--- config.mk ---
export PLATFORM = sky130hd
export DESIGN_NAME = out_shift_reg_flat
export DESIGN_NICKNAME = d
export VERILOG_FILES = /design/src/rtl/out_shift_reg_if.sv /design/src/rtl/out_shift_reg.sv /design/src/flat_wrapper.sv
export SDC_FILE = /design/constraint.sdc
export NUM_CORES = 1
export LEC_CHECK = 0
export ABC_AREA = 1
export CORE_AREA = 3 3 245 247
export CTS_CLUSTER_SIZE = 30
export DETAILED_ROUTE_END_ITERATION = 6
export DIE_AREA = 0 0 248 250
export HOLD_SLACK_MARGIN = 0.08
export PLACE_DENSITY = 0.78
export SLEW_MARGIN = 20
export SYNTH_ARGS = -nofsm -noshare
export SYNTH_HDL_FRONTEND = slang
export SYNTH_SLANG_ARGS = --single-unit
export TNS_END_PERCENT = 20
--- constraint.sdc ---
create_clock -name Clock -period 1.7 [get_ports Clock]
set_input_delay 0.34 -clock Clock [delete_from_list [all_inputs] [get_ports Clock]]
set_output_delay 0.34 -clock Clock [all_outputs]
set_load 0.1 [all_outputs]
--- src/rtl/out_shift_reg_if.sv ---
// Word-source / link-side bus of the parallel-in serial-out transmitter.
// The master drives Load/In/SelKeep, and the slave (out_shift_reg) drives the stream.
interface out_shift_reg_if #(
  parameter int N1 = 102,
  parameter int N2 = 6
);
  logic                   Load;
  logic [N2-1:0][N1-1:0]  In;
  logic                   SelKeep;
  logic                   Ready;
  logic [N2-1:0]          Out;
  logic                   OutValid;
  logic                   Done;

  modport master (output Load, In, SelKeep, input Ready, Out, OutValid, Done);
  modport slave  (input Load, In, SelKeep, output Ready, Out, OutValid, Done);
endinterface

--- src/rtl/out_shift_reg.sv ---
// N2-lane parallel-in, serial-out transmitter, MSB-first, with a Load/Ready/Done handshake and a SelKeep stall.
// Optional macro OUT_PARITY_EN appends one even-parity bit per lane after the data bits.
module out_shift_reg #(
  parameter int N1 = 102,
  parameter int N2 = 6
) (
  input  logic            Clock,
  input  logic            nReset,
  out_shift_reg_if.slave  bus
);

  localparam int             CW   = $clog2(N1 + 2);
  localparam logic [CW-1:0]  LAST = CW'(N1 - 1);

  typedef enum logic [1:0] {
    IDLE,
`ifdef OUT_PARITY_EN
    SHIFT,
    PAR
`else
    SHIFT
`endif
  } state_t;

  state_t                 r_state;
  logic [N2-1:0][N1-1:0]  r_shift;
  logic [CW-1:0]          r_cnt;
  logic                   r_done;
  logic [N2-1:0]          w_out;
`ifdef OUT_PARITY_EN
  logic [N2-1:0]          r_par;
`endif

  // NOTE: Sequential state uses non-blocking assignments only. This way every register samples pre-edge values.
  // NOTE: The shift registers get an explicit reset, so Out is defined from the first cycle after nReset.
  always_ff @(posedge Clock or negedge nReset) begin
    if (!nReset) begin
      r_state <= IDLE;
      r_shift <= '0;
      r_cnt   <= '0;
      r_done  <= 1'b0;
`ifdef OUT_PARITY_EN
      r_par   <= '0;
`endif
    end else begin
      r_done <= 1'b0;
      case (r_state)
        IDLE: begin
          if (bus.Load) begin
            r_shift <= bus.In;
            r_cnt   <= '0;
            r_state <= SHIFT;
`ifdef OUT_PARITY_EN
            for (int k = 0; k < N2; k++) r_par[k] <= ^bus.In[k];
`endif
          end
        end
        SHIFT: begin
          if (!bus.SelKeep) begin
            for (int k = 0; k < N2; k++) r_shift[k] <= {r_shift[k][N1-2:0], 1'b0};
            r_cnt <= r_cnt + CW'(1);
            if (r_cnt == LAST) begin
`ifdef OUT_PARITY_EN
              r_state <= PAR;
`else
              r_state <= IDLE;
              r_done  <= 1'b1;
`endif
            end
          end
        end
`ifdef OUT_PARITY_EN
        PAR: begin
          if (!bus.SelKeep) begin
            r_state <= IDLE;
            r_done  <= 1'b1;
          end
        end
`endif
        default: r_state <= IDLE;
      endcase
    end
  end

  // NOTE: Give w_out a default before the case. That way every path assigns it and no latch is inferred.
  always_comb begin
    w_out = '0;
    if (r_state == SHIFT) begin
      for (int k = 0; k < N2; k++) w_out[k] = r_shift[k][N1-1];
    end
`ifdef OUT_PARITY_EN
    else if (r_state == PAR) begin
      w_out = r_par;
    end
`endif
  end

  assign bus.Out      = w_out;
  assign bus.Ready    = (r_state == IDLE);
  assign bus.OutValid = (r_state != IDLE);
  assign bus.Done     = r_done;

endmodule

--- src/flat_wrapper.sv ---
// flat-port wrapper written by rule: the top's interface ports become plain ports
module out_shift_reg_flat 
#(
  parameter int N1 = 102,
  parameter int N2 = 6
)
  (Clock, nReset, bus_Load, bus_In, bus_SelKeep, bus_Ready, bus_Out, bus_OutValid, bus_Done);
  out_shift_reg_if #(.N1(N1), .N2(N2)) bus_i ();
  input  logic Clock;
  input  logic nReset;
  input wire logic [$bits(bus_i.Load)-1:0] bus_Load;
  input wire logic [$bits(bus_i.In)-1:0] bus_In;
  input wire logic [$bits(bus_i.SelKeep)-1:0] bus_SelKeep;
  output wire logic [$bits(bus_i.Ready)-1:0] bus_Ready;
  output wire logic [$bits(bus_i.Out)-1:0] bus_Out;
  output wire logic [$bits(bus_i.OutValid)-1:0] bus_OutValid;
  output wire logic [$bits(bus_i.Done)-1:0] bus_Done;
  assign bus_i.Load = bus_Load;
  assign bus_i.In = bus_In;
  assign bus_i.SelKeep = bus_SelKeep;
  assign bus_Ready = bus_i.Ready;
  assign bus_Out = bus_i.Out;
  assign bus_OutValid = bus_i.OutValid;
  assign bus_Done = bus_i.Done;
  out_shift_reg #(.N1(N1), .N2(N2)) u_core (.Clock(Clock), .nReset(nReset), .bus(bus_i));
endmodule
==> qor.yml <==
outcome:
  status: "complete, but fails checks"
  failed_checks: "setup timing"
pwr:
  vdd_drop_max_mv: 0.998
  p_comb_share_pct: 27.6
  power.leakage_uw: 0.0174
  power.density_nw_per_um2: 1360
  swShare_pct: 32.3
  seq_power_share_pct: 45.7
  clkPwrFrac_pct: 26.7
  power.switching_uw: 17800
  p_int_uw: 37400
place:
  dpl-instance-area_sq_um: 35500
  dp.final_hpwl_mm: 60.9
  dp_cells: 4649
  dp_slack_ps: -293
  io_buffer_count: 624
  globalplace.congestion: 0.900
drt:
  first_pass_iters: 6
  first_iter_violations: 2682
  drc: 0
  drt_wl_total_mm: 98.1
  viasPerCell: 5.66
  vias: 27500
  wire_per_inst_microns: 20.2
  antenna_left: 0
sta:
  fin_ws_ps: -385
  rsz0062_at_grt: "true"
  slew-limit-headroom_pct: 64.6
  fmax_ghz: 0.480
  min_period_ps: 2090
  fin_worst_skew_ps: 30.9
  slew_viol_final: 0
  setup-violations-final: 220
  finalSetupTns_ps: -11930
  finalCritPeriodShare_pct: 123
  tightest_slew_ps: 531
  hold_violations: 0
synth:
  synth-warning-count: 0
  synth_commonest_cells: "nand2_1, dfrtp_1, nor2_1, a31oi_1, buf_2"
  yosys.area.top_type_share_pct: 55.8
  synth_area_sq_um: 27900
  ys_seq_area_share_pct: 55.8
  yosysMostFrequentCell: "nand2_1"
  ys_top_cells_by_area: "dfrtp_1, nand2_1, a31oi_1"
  syn-num-nets: 4018
  synth_edf_count: 0
  synth_cell_types: 19
  avgSynthCellArea_sq_um: 8.20
  ys_ff_latch: 621
  synth_largest_area_cell: "dfrtp_1"
  postSynthCellCount: 3400
  synth_flop_cell: "dfrtp_1"
  async_reset_ff_share_pct: 100
grt:
  busiest_layer: "met2"
  grt_pass1_wl_mm: 133
  grt_use_met2_pct: 44.6
  grtUsageMet3_pct: 3.94
  grtUsageTotal_pct: 26.9
  grt_pass1_vias: 24900
  antenna_found_initial: 12
  use_met1_pct: 35.8
  grt_max_degree: 121
  gr-total-overflow: 0
setup_path:
  criticalPathCategory: "reg2out"
  endpoint_kind: "output port"
  regToRegSetupSlack_ps: -370
  crit_path_start_kind: "register"
  regToRegEndpoint: "u_core.r_shift[384]$_DFFE_PN0P_"
  cp_max_fo: 4
  r2r-start: "u_core.r_state[0]$_DFFE_PN0P_"
  critPathArrivalTime_ps: 1750
  cp.required_ps: 1360
  rr_worst_depth: 10
cells_and_area:
  area_growth_pct: 45.8
  fillers: 4051
  layout-drive-gt1-share_pct: 13.3
  final_nets: 4657
  fin_area_sq_um: 40600
  fin_cells: 4865
clocking:
  cts_tree: "yes"
  root_buffer: "clkbuf_16"
  clk_pin_slew_worst_paths_ps: 60
  clk-insertion-delay-late_ps: 630
  cts_buffer_depth: 3
  h-tree-depth: 2
  cts.sinks: 621
  cts_made_buffers: 61
die:
  initial_core_util_pct: 48.2
  dieHeight_microns: 250
  fp.coreArea_sq_um: 57800
  die_x_microns: 248
  die_area_sq_um: 62000
  ioPinCount: 625
  rows: 88
min_path:
  hold_class: "in2async"
flow_run:
  maxCapViolCount: 0
power groups by stage:
stage	combinational (uW)	clock, uW	sequential, uW
after floorplan	9260	0	23700
after global placement	12900	0	24500
after detailed placement	13400	0	24700
after CTS	13600	14800	24600
after global routing	16900	15500	25800
final	15200	14700	25300
worst max-delay path, stage by stage, from the launching register on:
cell and delay (ps):
dfrtp_4 510, buf_12 160, buf_12 130, nand2_4 60, clkinvlp_4 110, buf_12 180
placed cells by master (no fill, tap or decap), types with 8 or more instances in the layout:
cell             count
clkdlybuf4s50_1    614
dfrtp_1            620
a31oi_1            574
nor2_1             460
nand2_1           1236
nor2_4              29
clkbuf_8            19
nor2_2             125
clkbuf_16          101
buf_8               15
a31oi_2             27
buf_16              19
bufinv_16            8
buf_4               69
nand3_1              9
diode_2             12
clkinvlp_4           9
clkbuf_1            10
buf_12              65
buf_6               27
how the worst max path moves through the flow:
stage	from	cells after the start	slack (ps)	endpoint
floorplan	u_core.r_state[0]$_DFFE_PN0P_	5	-170	bus_Out[0]
global placement	bus_SelKeep	8	-240	u_core.r_shift[112]$_DFFE_PN0P_
detailed placement	bus_SelKeep	8	-290	u_core.r_shift[433]$_DFFE_PN0P_
CTS	u_core.r_state[0]$_DFFE_PN0P_	5	-450	bus_Out[2]
global route	u_core.r_state[0]$_DFFE_PN0P_	10	-440	u_core.r_shift[384]$_DFFE_PN0P_
finish	u_core.r_state[0]$_DFFE_PN0P_	5	-390	bus_Out[2]
routing by layer:
layer  routed length, microns  vias to the layer above
met5                        0                        -
met4                     4130                        0
met1                    37800                    13300
li1                         -                    12600
met3                     8140                      260
met2                    48000                     1411
kinds of logic (layout without fill, tap and decap cells):
logic type	Yosys count	in the layout	share of synthesized area (%)
AND/OR/NAND/NOR	1878	1878	25.4
flip-flops	621	621	55.8
AO/OA/AOI/OAI	611	611	13.7
buffers and inverters	288	976	5.01
adder cells (fa/ha/maj)	2	2	0.0898
other	0	12	0
cell type report:
cell class,instances,area [sq um],area share [%]
flip-flops and latches,621,15500,38.3
multi-input cells,2491,11800,29.0
repair buffers,849,10000,24.6
clock buffers,92,1880,4.62
well taps,765,957,2.36
clock inverters,20,315,0.776
inverters,15,91.3,0.225
diodes,12,30.0,0.0739
registers in the layout (all words and copies together), names as in the netlist:
register and count:
u_core.r_state 1, u_core.r_shift 612, u_core.r_cnt 7, u_core.bus.Done 1
timing repair:
action                     in CTS  in global routing
setup endpoints to repair       8                292
hold buffers                    1                  0
hold endpoints to repair      507                  0
pin swaps                       0                 26
gates cloned                    1                 57
buffers inserted                5                 29
resized for setup              14                322
per-stage QoR:
stage          hold WS (ps)  util [%]  power, uW
3_5_place_dp            265      61.5      38100
2_1_floorplan          44.4         -      32900
3_3_place_gp            265      61.5      37400
6_report                221      70.3      55200
5_1_grt                 216      70.3      58100
4_1_cts                 199      65.6      53000
(Power assumes the default switching activity.)
